**src/rtl/seq_shift_add_multiplier.sv**
```systemverilog
// Multi-cycle unsigned shift-add multiplier sharing the divider's Load/Done handshake.
// One multiplier bit is retired per RUN cycle; the full product is published in FINISH.
module seq_shift_add_multiplier #(
  parameter int WIDTH = 16
) (
  input  logic             clk,
  input  logic             Reset,
  input  logic             Load,
  input  logic [WIDTH-1:0] A,
  input  logic [WIDTH-1:0] B,
  output logic [WIDTH-1:0] P_hi,
  output logic [WIDTH-1:0] P_lo,
  output logic             Done,
  output logic             Busy,
  output logic             Ovf
);

  localparam int CW = $clog2(WIDTH + 1);
  localparam logic [CW-1:0] CNT_LAST = CW'(WIDTH - 1);
  localparam logic [CW-1:0] CNT_ONE  = CW'(1);

  typedef enum logic [1:0] {
    IDLE   = 2'd0,
    RUN    = 2'd1,
    FINISH = 2'd2
  } state_t;

  state_t           state_r;
  logic [WIDTH-1:0] mcand_r;
  logic [WIDTH-1:0] mplier_r;
  logic [WIDTH-1:0] acc_hi_r;
  logic [CW-1:0]    cnt_r;
  logic [WIDTH:0]   sum_s;

  // Partial-product add; the extra bit keeps the carry for the right shift.
  always_comb begin
    sum_s = {1'b0, acc_hi_r};
    if (mplier_r[0]) begin
      sum_s = {1'b0, acc_hi_r} + {1'b0, mcand_r};
    end else begin
      sum_s = {1'b0, acc_hi_r};
    end
  end

  assign Busy = (state_r == RUN) || (state_r == FINISH);

  // Control FSM, shift-add datapath and registered result outputs.
  always_ff @(posedge clk) begin
    if (Reset) begin
      state_r  <= IDLE;
      mcand_r  <= {WIDTH{1'b0}};
      mplier_r <= {WIDTH{1'b0}};
      acc_hi_r <= {WIDTH{1'b0}};
      cnt_r    <= {CW{1'b0}};
      P_hi     <= {WIDTH{1'b0}};
      P_lo     <= {WIDTH{1'b0}};
      Done     <= 1'b0;
      Ovf      <= 1'b0;
    end else begin
      case (state_r)
        IDLE: begin
          if (Load) begin
            mcand_r  <= A;
            mplier_r <= B;
            acc_hi_r <= {WIDTH{1'b0}};
            cnt_r    <= {CW{1'b0}};
            Done     <= 1'b0;
            Ovf      <= 1'b0;
            state_r  <= RUN;
          end else begin
            state_r  <= IDLE;
          end
        end
        RUN: begin
          // Carry enters acc_hi MSB; the consumed multiplier bit falls off the bottom.
          {acc_hi_r, mplier_r} <= {sum_s, mplier_r[WIDTH-1:1]};
          cnt_r <= cnt_r + CNT_ONE;
          if (cnt_r == CNT_LAST) begin
            state_r <= FINISH;
          end else begin
            state_r <= RUN;
          end
        end
        FINISH: begin
          P_hi    <= acc_hi_r;
          P_lo    <= mplier_r;
          Ovf     <= |acc_hi_r;
          Done    <= 1'b1;
          state_r <= IDLE;
        end
        default: begin
          state_r <= IDLE;
        end
      endcase
    end
  end

endmodule

```
**config.mk**
```make
export PLATFORM = sky130hd
export DESIGN_NAME = seq_shift_add_multiplier
export DESIGN_NICKNAME = d
export VERILOG_FILES = /design/src/rtl/seq_shift_add_multiplier.sv
export SDC_FILE = /design/constraint.sdc
export NUM_CORES = 1
export LEC_CHECK = 0
export CAP_MARGIN = 25
export CORE_MARGIN = 2
export CORE_UTILIZATION = 67
export CTS_CLUSTER_SIZE = 14
export DETAILED_ROUTE_END_ITERATION = 16
export DONT_BUFFER_PORTS = 1
export MAX_ROUTING_LAYER = met4
export PLACE_DENSITY = 0.8
export SETUP_SLACK_MARGIN = 0.4
export SKIP_CTS_REPAIR_TIMING = 1
export SYNTH_ARGS = -nofsm -noshare
export SYNTH_HDL_FRONTEND = slang
export SYNTH_SLANG_ARGS = --single-unit
```
**constraint.sdc**
```tcl
create_clock -name clk -period 5.79 [get_ports clk]
set_input_delay 1.4475 -clock clk [delete_from_list [all_inputs] [get_ports clk]]
set_output_delay 1.4475 -clock clk [all_outputs]
set_load 0.02 [all_outputs]
```
* Yosys cells after proc, flatten, opt, wreduce, memory -nomap -nowiden
Index checks and enable logic that the tools add are counted.
** Word-level totals
- Register bits after elaboration :: 89
- Bits in latches :: 0
- Bits in writable memories :: 0
- Bits in read-only memories :: 0
- Input bits :: 35
- Output and inout bits :: 35
- Word-level logic and storage cells :: 36
- Memories :: 0
** Cells by class
- Add/sub/neg operators :: 2
- Multiply operators :: 0
- Divide/modulo/power cells :: 0
- $lt $le $gt $ge :: 0
- Equality and inequality tests :: 4
- Shift operators :: 0
- Multiplexer cells :: 13
- Bitwise gates (word level) :: 0
- Reduce and logical (&&, ||, !) cells :: 8
** Operator list (count)
- case mux 16 bit (2 select lines) :: 2
- two-way mux 16 bit :: 2
- adder 16 x 16 -> 17 bit :: 1
- two-way mux 17 bit :: 1
- OR reduction 16 bit :: 1
- case mux 5 bit (2 select lines) :: 1
- AND reduction 2 bit :: 3
- adder 5 x 1 -> 5 bit (second input constant) :: 1
- equality test 5 x 4 -> 1 bit (second input constant) :: 1
- two-way mux 5 bit :: 1
- case mux 1 bit (2 select lines) :: 2
- case mux 2 bit (2 select lines) :: 1
- nonzero test 2 bit :: 2
- equality test 2 x 1 -> 1 bit (second input constant) :: 1
- equality test 2 bit (second input constant) :: 1
- logical NOT 2 bit :: 1
- two-way mux 1 bit :: 2
- two-way mux 2 bit :: 1
- inequality test 2 bit (second input constant) :: 1
- logical OR 1 bit :: 1

* Longest topological paths before layout
Gate-level depths: netlist of the first run.
- Word-level depth :: 3
- Mapped depth :: 9
- Mapped depth without buffers :: 8

* Worst setup path after synthesis of the first run
No wires, ideal clock.
- Path type :: input to register
- Start :: input Reset
- End :: register Ovf
- Library setup time :: 0.128 ns
- Data arrival time :: 2.327 ns
- Required time :: 5.662 ns
- Setup slack :: 3.335 ns
- Stages :: 4
- Path buffers :: 3
- Path through :: clkbuf_1 > clkbuf_1 > buf_1 > nor2_1
** RTL lines
- start, declared :: RTL line 7 : input logic Reset,
- end signal, assigned :: RTL line 87 : Ovf <= |acc_hi_r;
- end, declared :: RTL line 15 : output logic Ovf
No word-level cell between the ends.

* Worst setup path after layout of the first run
- Start :: input Load
- End :: register acc_hi_r[4]
** Between the ends
- Longest elaborated chain between the ends :: 2
** RTL lines
- start, declared :: RTL line 8 : input logic Load,
- inequality test 2 bit (no line)
- AND reduction 2 bit (no line)
- end signal, assigned :: RTL line 53 : acc_hi_r <= {WIDTH{1'b0}};
- end signal, assigned :: RTL line 65 : acc_hi_r <= {WIDTH{1'b0}};
- end signal, assigned :: RTL line 76 : {acc_hi_r, mplier_r} <= {sum_s, mplier_r[WIDTH-1:1]};
- end, declared :: RTL line 31 : logic [WIDTH-1:0] acc_hi_r;
No other way between the ends.
A chain may end at the register's enable or synchronous reset.

==> results.toml, run 1 <==
[synthesis]
syn_area_sq_mm = 0.00415
synth_edf_count = 0
synth_ff_type = "dfxtp_1"
syn_area_per_cell_sq_um = 8.63
ys_seq_area_share_pct = 42.9
synth_cells = 481
syn_nets = 538
synth.distinct_cells = 43
async_flop_share_pct = 0
synth_seq_cells = 89
yosysWarnings = 0

[hold_path]
hold_class = "flop to flop"
holdPathStages = 2

[critical_path]
path_max_fanout = 18
cp.arrival_ns = 2.91
slowest_delay_ns = 0.53
path_depth = 5
path_cells = "nand2b_1 -> nand2_1 -> nor2_2 -> a22oi_1 -> o22ai_1"
cp_num_buf_inv = 0
crit_family = "simple AND/OR/NAND/NOR gates"
end_kind = "flop"
start_kind = "input port"
reg2regPathDepth = 8
critPathRequiredTime_ns = 6.07
critical_path.slowest_cell = "nor2_2"
critical_path_class = "input port to flop"

[floorplan]
die_width_um = 82.7
fp-row-count = 28
core_area_sq_mm = 0.00596
io_pins = 70
start_util_pct = 69.7
die_area_sq_mm = 0.00684
die_height_um = 82.7

[job]
cap_violations = 0

[power_and_ir_drop]
power_density_mw_per_mm2 = 267
cellLeakagePower_nw = 1.56
vdd_drop_max_uv = 165

[sta]
slew_viol_final = 0
period_minus_slack_ns = 2.63
relSlewSlack_pct = 54.8
finalSetupViolations = 0
tightest_slew_ns = 0.677
tns_ns = 0
hold_ws_ns = 0.460
rsz0062_at_grt = "false"
final_hold_viol_count = 0
fmax_ghz = 0.380
period_share_pct = 45.4
finClkSkew_ns = 0.0129

[final_layout]
antenna_cells = 0
final_cells = 544
syn_to_final_growth_pct = 4.43
nets = 521
layout_commonest_cell = "dfxtp_1"
layout_common_cells = "dfxtp_1 (89), nor2_1 (66), nand2_1 (53)"
drive_above_1_share_pct = 5.33
utilization_pct = 72.8

[global_route]
grt-ovfl-total = 0
grt_usage_pct = 28.5
grt_pass1_vias = 3092
antenna_found_initial = 0
grt_max_degree = 92
grt_pass1_wl_mm = 14.4

[route]
wl_per_cell_um = 16.7
viasPerCell = 6.25
vias = 3399
drtPass1Iterations = 4
initialDrtViolationCount = 253
drc = 0
ant_nets = 0
wl_mm = 9.08

[placed_design]
gp_congestion = 0.980
placed_cells = 527
portBuffers = 0
dp_hpwl_mm = 6.23

[clock_tree]
cts-root-buf = "clkbuf_8"
cts.htree.levels = 3
cts_buffer_depth = 2
tritoncts = "built"
cts_buffers = 9
clk_latency_ns = 0.36
cts_sinks = 89
path_clk_slew_ns = 0.08

[run_status]
status = "complete, no violations"
-- cell families (layout without fill, tap and decap cells) --
logic type | Yosys count | count (layout) | share of synthesized area (%)
adders and majority gates | 22 | 22 | 6.82
DFF | 89 | 89 | 42.9
buffers and inverters | 36 | 24 | 3.56
muxes | 38 | 38 | 9.32
xor gates and xnor gates | 13 | 13 | 2.74
AOI/OAI and AO/OA | 112 | 112 | 16.8
and+or+nand+nor | 171 | 171 | 17.8
-- per-stage QoR --
step	worst slack (ns)	instance area (sq um)	power (mW)
6_report	3.16	4330	1.16
5_1_grt	3.04	4330	1.20
4_1_cts	3.17	4310	1.16
3_5_place_dp	2.81	4130	0.767
3_3_place_gp	2.89	4130	0.762
2_1_floorplan	3.33	4150	0.752
-- state kept, by name, summed over array words and instances (netlist names) --
register and count:
cnt_r 5, acc_hi_r 16, mcand_r 16, Ovf 1
state_r 2, P_hi 16, mplier_r 16, Done 1
P_lo 16
-- worst min-delay path, cell delays in order (launching register included) --
cell	delay (ns)
dfxtp_1	0.32
nand2_1	0.05
a21oi_1	0.05
-- layout make-up --
cell class	instances	area, sq um
repair buffers	2	27.5
inverters	6	22.5
clock buffers	10	138
fillers	480	1620
multi-input cells	356	2220
flip-flops and latches	89	1780
well taps	75	93.8
clock inverters	6	47.5
-- path summary, 6_finish.rpt --
path / startpoint / end / slack [ns]
setup / recovery: Load / acc_hi_r[4]$_SDFFE_PP0P_ / 3.16
hold / removal: mcand_r[8]$_SDFFE_PP0P_ / mcand_r[8]$_SDFFE_PP0P_ / 0.46
setup reg to reg: acc_hi_r[0]$_SDFFE_PP0P_ / acc_hi_r[9]$_SDFFE_PP0P_ / 3.32
hold reg to reg: mcand_r[8]$_SDFFE_PP0P_ / mcand_r[8]$_SDFFE_PP0P_ / 0.46
-- cell usage after synthesis (all sizes together) (2+ instances only) --
library cell / n / area [sq um]
clkbuf: 16 / 61.3
a31oi: 3 / 18.8
nor4: 6 / 37.5
buf: 14 / 63.8
dfxtp: 89 / 1780
and2: 2 / 12.5
nor3: 21 / 105
nor2: 68 / 260
o211ai: 2 / 15.0
xnor2: 8 / 70.1
xor2: 5 / 43.8
ha: 21 / 263
nand2b: 4 / 25.0
mux2: 2 / 22.5
nand2: 53 / 199
a211oi: 7 / 52.6
o22ai: 25 / 156
inv: 6 / 22.5
a22oi: 12 / 90.1
mux2i: 36 / 364
a21oi: 37 / 185
nand3: 7 / 35.0
a21o: 3 / 22.5
nand4: 4 / 25.0
o21ai: 13 / 68.8
a221oi: 2 / 17.5
o21bai: 2 / 15.0
and3: 4 / 25.0
-- layer usage --
metal  wire length (um)  up-vias  part of all wire, %  GRT usage, %
met3                516       20                  5.7          4.13
met1               3770     1591                   41          32.6
met2               4620       97                   51          49.8
met4                174        0                  1.9          12.1
li1                   -     1691                    -             -
met5                  0        -                    0             -
-- report_power, final --
part	internal (mW)	leakage [nW]	switching (mW)	total, mW
Combinational	0.0391	0.742	0.0628	0.102
Clock	0.172	0.0937	0.232	0.404
Sequential	0.632	0.723	0.0201	0.652
Total	0.844	1.56	0.315	1.16
Note: power is estimated with default switching activity, not from simulation.
==> inputs of run 2 (changes only) <==
--- a/config.mk
+++ b/config.mk
@@ -7,12 +7,12 @@
 export LEC_CHECK = 0
 export CAP_MARGIN = 25
 export CORE_MARGIN = 2
-export CORE_UTILIZATION = 67
+export CORE_UTILIZATION = 63
 export CTS_CLUSTER_SIZE = 14
 export DETAILED_ROUTE_END_ITERATION = 16
 export DONT_BUFFER_PORTS = 1
 export MAX_ROUTING_LAYER = met4
-export PLACE_DENSITY = 0.8
+export PLACE_DENSITY = 0.76
 export SETUP_SLACK_MARGIN = 0.4
 export SKIP_CTS_REPAIR_TIMING = 1
 export SYNTH_ARGS = -nofsm -noshare
==> constraint.sdc (replaced) <==
create_clock -name clk -period 2.8 [get_ports clk]
set_input_delay 0.7 -clock clk [delete_from_list [all_inputs] [get_ports clk]]
set_output_delay 0.7 -clock clk [all_outputs]
set_load 0.02 [all_outputs]
==> run 2 against run 1 <==
Final area grew 0.84%. Clock power grew 110%. Via count decreased by 0.59%. Critical path type is now flop to flop. Critical endpoint is now acc_hi_r[13]$_SDFFE_PP0P_.
==> results.toml, run 2 (same netlist as run 1, synthesis figures left out) <==
[clock_tree]
clk_latency_ns = 0.35
tritoncts = "built"
path_clk_slew_ns = 0.08
cts.htree.levels = 3
cts_buffers = 9
cts_buffer_depth = 2
cts-root-buf = "clkbuf_8"
cts_sinks = 89

[global_route]
grt_pass1_wl_mm = 14.8
grt_usage_pct = 26.2
grt_pass1_vias = 3105
grt-ovfl-total = 0
antenna_found_initial = 0
grt_max_degree = 92

[critical_path]
critical_path_class = "flop to flop"
worstSetupStartpoint = "acc_hi_r[0]$_SDFFE_PP0P_"
timing.rr.start = "acc_hi_r[0]$_SDFFE_PP0P_"
cp.arrival_ns = 2.47
slowest_delay_ns = 0.44
worstSetupEndpoint = "acc_hi_r[13]$_SDFFE_PP0P_"
critPathRequiredTime_ns = 3.02
reg2regPathDepth = 8
end_kind = "flop"
critical_path.slowest_cell = "fa_1"
path_cells = "ha_1 -> fa_1 -> a211oi_2 -> nor4_1 -> nor3_1 -> a31oi_1 -> xnor2_1 -> o22ai_1"
path_max_fanout = 5
start_kind = "flop"
r2r_end = "acc_hi_r[13]$_SDFFE_PP0P_"
ff2ff_setup_slack_ns = 0.55

[power_and_ir_drop]
power.switching_mw = 0.609
swShare_pct = 25.3
power_frac_seq_pct = 55.9
vdd_drop_max_uv = 357
power_frac_comb_pct = 9.0
p_total_mw = 2.41
p_clk_share_pct = 35.1
cellLeakagePower_nw = 1.58
power_density_mw_per_mm2 = 552
intPower_mw = 1.80

[route]
vias = 3379
ant_nets = 0
wl_met1_mm = 3.91
wl_mm = 9.01
initialDrtViolationCount = 172
routed-wl-met2_mm = 4.54
drtPass1Iterations = 5
viasPerCell = 6.17
highest_layer = "met4"
wl_per_cell_um = 16.4
drc = 0
met3_length_um = 437

[floorplan]
die_area_sq_mm = 0.00725
fp-row-count = 29
start_util_pct = 65.3
die_height_um = 85.2
die_width_um = 85.2
io_pins = 70
core_area_sq_mm = 0.00635

[final_layout]
seq_area_sq_mm = 0.00178
multi_input_area_sq_mm = 0.00225
drive_above_1_share_pct = 6.16
layout_commonest_cell = "dfxtp_1"
nFillCells = 494
layout_common_cells = "dfxtp_1 (89), nor2_1 (66), nand2_1 (53)"
nets = 524
antenna_cells = 0
syn_to_final_growth_pct = 5.31

[placed_design]
gp_congestion = 0.933
dp_hpwl_mm = 6.27
portBuffers = 0

[hold_path]
hold_class = "input port to flop"

[sta]
tightest_slew_ns = 0.550
final_hold_viol_count = 0
relSlewSlack_pct = 62.6
finalSetupViolations = 0
period_minus_slack_ns = 2.25
slew_viol_final = 0
period_share_pct = 80.5
finClkSkew_ns = 0.00794
fmax_ghz = 0.444
rsz0062_at_grt = "false"
tns_ns = 0

[job]
cap_violations = 0

[run_status]
status = "complete, no violations"
## run 2: cell types whose count changed in the layout (fill, tap and decap cells not counted), sizes merged
cell / previous run / this run
buf: 2 / 5
bufinv: 0 / 1
clkinv: 2 / 4
clkinvlp: 1 / 0
inv: 9 / 6
## run 2: power groups by stage
stage	Combinational (mW)	Sequential [mW]	Clock (mW)
after floorplan	0.195	1.36	0
after global placement	0.208	1.37	0
after detailed placement	0.214	1.38	0
after CTS	0.215	1.35	0.865
after global routing	0.242	1.35	0.911
final	0.217	1.35	0.846
## run 2: area by class of cell
type	instances	area share, %
repair buffers	5	0.859
inverters	6	0.515
multi-input cells	356	51.4
flip-flops and latches	89	40.8
clock inverters	5	1.32
clock buffers	10	2.92
well taps	77	2.21
## run 2: how the worst min path moves through the flow
stage	start	endpoint	cells after the start
3_5_place_dp	mcand_r[0]$_SDFFE_PP0P_	mcand_r[0]$_SDFFE_PP0P_	2
4_1_cts	Reset	mcand_r[2]$_SDFFE_PP0P_	1
2_1_floorplan	mcand_r[0]$_SDFFE_PP0P_	mcand_r[0]$_SDFFE_PP0P_	2
6_report	Reset	P_lo[1]$_SDFFE_PP0P_	1
3_3_place_gp	mcand_r[13]$_SDFFE_PP0P_	mcand_r[13]$_SDFFE_PP0P_	2
5_1_grt	Reset	P_hi[15]$_SDFFE_PP0P_	1
## run 2: routing by layer
layer	track usage, %	vias to the layer above
met2	44.7	91
met3	4.57	15
met1	31.4	1583
li1	-	1690
met4	7.94	0
met5	-	-
## run 2: through the flow
stage | utilization, % | setup slack [ns] | std cells | hold slack, ns | cell area (sq um)
5_1_grt | 68.8 | 0.398 | 548 | 0.398 | 4370
3_3_place_gp | 65.5 | 0.486 | 533 | 0.445 | 4160
3_5_place_dp | 65.5 | 0.452 | 533 | 0.449 | 4160
6_report | 68.8 | 0.546 | 548 | 0.409 | 4370
2_1_floorplan | - | 0.671 | 481 | 0.441 | 4150
4_1_cts | 68.4 | 0.408 | 548 | 0.401 | 4350
## run 2: critical path, delay by kind of cell (launching register included)
kind / cells / cell delay, ns
xor gates and xnor gates: 1 / 0.18
and+or+nand+nor: 2 / 0.35
adders and majority gates: 2 / 0.68
AOI/OAI and AO/OA: 3 / 0.55
DFF: 1 / 0.36
